===== config.mk =====
export PLATFORM = sky130hd
export DESIGN_NAME = sl2apb_master
export DESIGN_NICKNAME = d
export VERILOG_FILES = /design/src/rtl/sl2apb_master.sv
export SDC_FILE = /design/constraint.sdc
export NUM_CORES = 1
export LEC_CHECK = 0
export CAP_MARGIN = 20
export CORE_MARGIN = 5
export CORE_UTILIZATION = 40
export CTS_CLUSTER_DIAMETER = 200
export DETAILED_ROUTE_END_ITERATION = 8
export GPL_ROUTABILITY_DRIVEN = 0
export HOLD_SLACK_MARGIN = 0.08
export PLACE_DENSITY = 0.84
export RECOVER_POWER = 50
export SLEW_MARGIN = 20
export SYNTH_ARGS = -nofsm -noshare
export SYNTH_HDL_FRONTEND = slang
export SYNTH_SLANG_ARGS = --single-unit

===== constraint.sdc =====
create_clock -name pclk -period 2.3 [get_ports pclk]
set_clock_uncertainty 0.2 [all_clocks]
set_input_delay 0.345 -clock pclk [delete_from_list [all_inputs] [get_ports pclk]]
set_output_delay 0.345 -clock pclk [all_outputs]
set_load 0.01 [all_outputs]

===== src/rtl/sl2apb_master.sv =====
// Command-to-APB bridge: one outstanding transfer, bounded wait states with
// timeout abort, and a one-cycle response pulse.
module sl2apb_master #(
  parameter int unsigned ADDR_WIDTH     = 10,
  parameter int unsigned TIMEOUT_CYCLES = 16
) (
  input  logic                  pclk,
  input  logic                  preset,
  input  logic                  cmd_valid,
  output logic                  cmd_ready,
  input  logic                  cmd_write,
  input  logic [ADDR_WIDTH-1:0] cmd_addr,
  input  logic [31:0]           cmd_wdata,
  input  logic [3:0]            cmd_strb,
  output logic [ADDR_WIDTH-1:0] paddr,
  output logic                  psel,
  output logic                  penable,
  output logic                  pwrite,
  output logic [31:0]           pwdata,
  output logic [3:0]            pstrb,
  input  logic                  pready,
  input  logic [31:0]           prdata,
  input  logic                  pslverr,
  output logic                  rsp_valid,
  output logic [31:0]           rsp_rdata,
  output logic                  rsp_err,
  output logic                  rsp_timeout,
  output logic                  busy
);

  localparam int unsigned CNT_W = 8;
  localparam logic [CNT_W-1:0] TIMEOUT_LAST = CNT_W'(TIMEOUT_CYCLES - 1);

  typedef enum logic [1:0] {
    IDLE   = 2'd0,
    SETUP  = 2'd1,
    ACCESS = 2'd2,
    RESP   = 2'd3
  } state_t;

  state_t           state;
  state_t           state_nxt;
  logic [CNT_W-1:0] wait_cnt;
  logic             accept;
  logic             timeout_hit;

  assign accept      = cmd_valid && cmd_ready;
  // Abort on the last allowed ACCESS cycle only when the completer is still stalling
  assign timeout_hit = (state == ACCESS) && !pready && (wait_cnt == TIMEOUT_LAST);

  // State register
  always_ff @(posedge pclk) begin
    if (preset) begin
      state <= IDLE;
    end else begin
      state <= state_nxt;
    end
  end

  // Next-state logic
  always_comb begin
    state_nxt = state;
    case (state)
      IDLE:    if (cmd_valid) state_nxt = SETUP;
      SETUP:   state_nxt = ACCESS;
      ACCESS:  if (pready || timeout_hit) state_nxt = RESP;
      RESP:    state_nxt = IDLE;
      default: state_nxt = IDLE;
    endcase
  end

  // State-decoded outputs
  always_comb begin
    cmd_ready = 1'b0;
    psel      = 1'b0;
    penable   = 1'b0;
    rsp_valid = 1'b0;
    busy      = 1'b0;
    case (state)
      IDLE:    cmd_ready = !preset;
      SETUP:   begin psel = 1'b1; busy = 1'b1; end
      ACCESS:  begin psel = 1'b1; penable = 1'b1; busy = 1'b1; end
      RESP:    begin rsp_valid = 1'b1; busy = 1'b1; end
      default: ;
    endcase
  end

  // Command capture, wait counter and response capture
  always_ff @(posedge pclk) begin
    if (preset) begin
      paddr       <= '0;
      pwrite      <= 1'b0;
      pwdata      <= '0;
      pstrb       <= '0;
      wait_cnt    <= '0;
      rsp_rdata   <= '0;
      rsp_err     <= 1'b0;
      rsp_timeout <= 1'b0;
    end else begin
      if (accept) begin
        paddr    <= cmd_addr;
        pwrite   <= cmd_write;
        pwdata   <= cmd_write ? cmd_wdata : 32'd0;
        pstrb    <= cmd_write ? cmd_strb : 4'd0;
        wait_cnt <= '0;
      end else if ((state == ACCESS) && !pready) begin
        wait_cnt <= wait_cnt + CNT_W'(1);
      end

      if (state == ACCESS) begin
        if (pready) begin
          rsp_rdata   <= pwrite ? 32'd0 : prdata;
          rsp_err     <= pslverr;
          rsp_timeout <= 1'b0;
        end else if (timeout_hit) begin
          rsp_rdata   <= 32'd0;
          rsp_err     <= 1'b1;
          rsp_timeout <= 1'b1;
        end
      end
    end
  end

endmodule

Word-level counts from Yosys, hierarchy flattened. Cells that the tools add are included.

Register bits: 91. Input port bits: 84. Output and inout port bits: 86. Logic and storage cells: 45.

$add $sub $neg: 1. Equal/unequal tests: 6. Multiplexer cells: 16. Reduce and logical (&&, ||, !) cells: 13.

Operator list (number): $mux 32 (4); $add 8x1->8 const B (1); $eq 8x4->1 const B (1); $mux 1 (8); $pmux 2 s4 (1); $eq 2x2->1 const B (2); $mux 2 (2); $mux 4 (1); $reduce_and 2->1 (2); $reduce_or 2->1 (2); $logic_and 1x1->1 (3); $reduce_or 3->1 (1); $eq 2x1->1 const B (1); $logic_not 1->1 (2); $logic_not 2->1 (1); $ne 2x1->1 const B (1); $ne 2x2->1 const B (1); $reduce_bool 2->1 (1); $logic_or 1x1->1 (1).

Logic depth before layout (Yosys ltp).
Depth in word-level cells: 6. Mapped depth: 7. Mapped depth without buffers: 5.

Worst setup path after synthesis. Ideal clock, no wire load.

Path kind: reg2reg. Start point: register state[0]. End point: register pstrb[0]. Setup time: 117 ps. Arrival time: 1521 ps. Data required time: 1983 ps. Path slack: 463 ps. Cell stages (with the launch flop): 8. Path buffers: 2. Cell sequence: dfxtp_1 -> inv_1 -> ha_1 -> and3b_1 -> and2_1 -> buf_2 -> buf_2 -> a22o_1.

Longest elaborated chain between the ends: 3.

Ends and longest elaborated chain: start, declared (line 41) `state_t state;`; start signal, assigned (line 56) `state <= state_nxt;`; $logic_not 2->1 (line 79) `case (state)`; $mux 1 (line 79); $logic_and 1x1->1 (line 47) `assign accept = cmd_valid && cmd_ready;`; end signal, assigned (line 104) `pstrb <= cmd_write ? cmd_strb : 4'd0;`; end, declared (line 20) `output logic [3:0] pstrb,`.

Every way passes these cells. A chain may end at the register's enable or synchronous reset.

Worst setup path in the final report.
Start point: register state[0]. End point: output port penable.

Longest elaborated chain between the ends: 2.

Ends and longest elaborated chain: $eq 2x2->1 (line 79); $mux 1 (line 79); end, declared (line 17) `output logic penable,`.

Every way passes these cells.

==> results.json <==
{
  "status": "finished, final reports clean",
  "grt_usage_pct": 19.2,
  "cts_max_path_buffers": 2,
  "crit_path_end_kind": "output port",
  "ys_ff_latch": 91,
  "setup_viol_count_final": 0,
  "post-route-min-period_ns": 2.21,
  "wl_per_cell_um": 16.9,
  "grt_max_degree": 38,
  "tritoncts": "done",
  "critPathLaunch": "state[0]$_SDFFE_PP0P_",
  "cp_max_fo": 11,
  "gr-usage-met1_pct": 22.6,
  "antenna_found_initial": 0,
  "maxSlewViolCount": 0,
  "fp-row-count": 34,
  "ioPinCount": 170,
  "cts_setup_buffers": 0,
  "postRouteAntennaNets": 0,
  "fillers": 723,
  "dieArea_mm2": 0.0107,
  "viasPerCell": 5.43,
  "start_util_pct": 40.5,
  "port_buffers": 169,
  "hold_start": "paddr[9]$_SDFFE_PP0P_",
  "cts_root_buffer": "clkbuf_8",
  "drv_cap": 0,
  "grt_overflow": 0,
  "layout_common_cells": "96 x clkdlybuf4s50_1, 89 x dfxtp_1, 71 x dlygate4sd3_1, 59 x nand2_1, 37 x a21oi_1",
  "hold_depth": 2,
  "synth_cell_types": 39,
  "hold_viol": 0,
  "drive_above_1_share_pct": 5.85,
  "whs_ns": 0.263,
  "path_cells": "inv_1, ha_4, clkdlybuf4s50_1",
  "max-vdd-ir-drop_uv": 408,
  "r2r_end": "paddr[7]$_SDFFE_PP0P_",
  "worstPathRequired_ns": 1.75,
  "hold_class": "register to register",
  "grt_pass1_wl_um": 16300,
  "rrSetupSlack_ns": 0.25,
  "grt_setup_unrepaired": "no",
  "n_antenna_cell": 0,
  "r2r_start": "state[0]$_SDFFE_PP0P_",
  "postCtsHoldBufs": 0,
  "fin_crit_sh_pct": 96.2,
  "clkLatencyLatePin_ns": 0.34,
  "first_global_vias": 3397,
  "crit_family": "buffers and inverters",
  "seq_area_frac_synth_pct": 52.1,
  "cts_num_sinks": 91,
  "synth_top_area_share_pct": 52.1,
  "instances_no_fill": 621,
  "finalSetupTns_ns": 0,
  "fp.dieW_um": 103,
  "clock.fmax_ghz": 0.452,
  "crit_type": "register to output port",
  "syn_nets": 441,
  "synth_cells": 352,
  "h-tree-depth": 3,
  "dpl.hpwl_um": 7700,
  "r2r_cells": 5,
  "synth_top_area_cell": "dfxtp_1",
  "drc": 0,
  "dp_cells": 608,
  "grt-busiest-layer": "met2",
  "core_mm2": 0.00864,
  "worst-path-stages": 3,
  "met2_usage_pct": 31.8,
  "netlist_area_mm2": 0.00350,
  "max_stage_delay_ns": 0.56,
  "crit_arrival_ns": 1.67,
  "finalCoreUtilization_pct": 62.9,
  "clk_pin_slew_ns": 0.08,
  "vias": 3371,
  "grt_util_met3_pct": 8.12,
  "fin_nets": 600,
  "start_kind": "register",
  "critical-path-slowest-cell": "clkdlybuf4s50_1",
  "drt_wl_total_um": 10500,
  "final_common_cell": "clkdlybuf4s50_1",
  "p_per_area_mw_per_mm2": 736,
  "yosysWarnings": 0,
  "cp.buffers_inverters": 2,
  "syn_to_final_growth_pct": 55.3,
  "synthTopCellsByArea": "dfxtp_1 52%, a22o_1 9.0%, a311oi_1 8.0%",
  "die_h_um": 103,
  "cts_made_buffers": 9,
  "detail_route.first_pass.iterations": 4,
  "min_to": "paddr[9]$_SDFFE_PP0P_",
  "drt_iter0_markers": 111,
  "syn_avg_cell_area_um2": 9.93,
  "tightestPinTransition_ns": 0.691,
  "p_leak_nw": 2.16,
  "maxSlewHeadroom_pct": 53.9
}
## tightest hold or removal path: stages (launching register included)
cell and delay (ns):
dfxtp_1 0.32, nand2_1 0.05, o21ai_0 0.06
## stage by stage
step	cell area, um^2	total power, mW	setup slack, ns
2_1_floorplan	3500	2.44	0.463
3_3_place_gp	5240	3.04	0.223
3_5_place_dp	5240	3.07	0.168
4_1_cts	5420	4.08	-0.0274
5_1_grt	5430	4.23	0.0121
6_report	5430	4.00	0.0868
## final cells by class
class / count / area [um^2] / share of cell area (%)
Clock buffer: 9 / 124 / 2.28
Tap cell: 108 / 135 / 2.49
Sequential cell: 91 / 1820 / 33.6
Clock inverter: 4 / 45.0 / 0.830
Timing Repair Buffer: 178 / 1790 / 32.9
Inverter: 6 / 22.5 / 0.415
Multi-Input combinational cell: 225 / 1490 / 27.5
## flip-flops by register name, summed over array words and instances (netlist names)
register	flops
paddr	10
pstrb	4
pwdata	32
pwrite	1
rsp_err	1
rsp_rdata	32
rsp_timeout	1
state	2
wait_cnt	8
## synthesized netlist by cell type
cell type / n
inv_1: 6
nor4_4: 1
o41ai_1: 1
and2_1: 3
or3_1: 1
clkbuf_2: 1
nand4_1: 1
a21o_1: 2
ha_1: 5
a21oi_1: 38
a31oi_1: 2
buf_2: 10
or4_1: 2
a22o_1: 36
nand3_1: 2
nand4b_4: 1
and3_1: 1
and3b_1: 3
clkbuf_1: 10
o31ai_1: 2
o221ai_1: 1
a211oi_1: 1
nor2_1: 3
a311oi_1: 32
mux2i_1: 1
xnor2_1: 2
nor4bb_1: 1
dfxtp_1: 91
buf_6: 7
o311ai_0: 2
o311a_1: 1
nand2_1: 59
nand2b_1: 3
buf_1: 2
o21ai_0: 12
and4b_1: 1
nand3b_1: 1
nor2b_1: 3
o21ba_2: 1
## where the power goes
| part | internal, mW | switching, mW | total [mW] | leakage [nW] |
|---|---|---|---|---|
| Combinational | 0.603 | 0.570 | 1.17 | 1.33 |
| Sequential | 1.74 | 0.0956 | 1.83 | 0.739 |
| Clock | 0.479 | 0.513 | 0.993 | 0.0906 |
## repair_timing
item,in CTS,in global routing
pin swaps,0,0
gates resized for setup,2,5
setup endpoints to repair,2,3
## worst max-delay path by stage
stage,to,slack [ns]
floorplan,pstrb[0]$_SDFFE_PP0P_,0.46
global placement,pstrb[3]$_SDFFE_PP0P_,0.22
detailed placement,rsp_rdata[30]$_SDFFE_PP0P_,0.17
CTS,cmd_ready,-0.03
global route,busy,0.01
finish,penable,0.09
## layer usage
layer | vias to the layer above | part of all wire [%]
met2 | 179 | 45
li1 | 1629 | -
met4 | 0 | 1.4
met1 | 1550 | 40
met3 | 13 | 13
met5 | - | 0
## logic make-up (layout without fill, tap and decap cells)
logic type | Yosys count | after routing | share of synthesized area, %
adders and majority gates | 5 | 5 | 1.79
buffers and inverters | 36 | 197 | 5.76
xor gates and xnor gates | 2 | 2 | 0.501
AOI/OAI and AO/OA | 131 | 131 | 27.2
DFF | 91 | 91 | 52.1
muxes | 1 | 1 | 0.286
and+or+nand+nor | 86 | 86 | 12.3
Note: power is estimated with default switching activity, not from simulation.
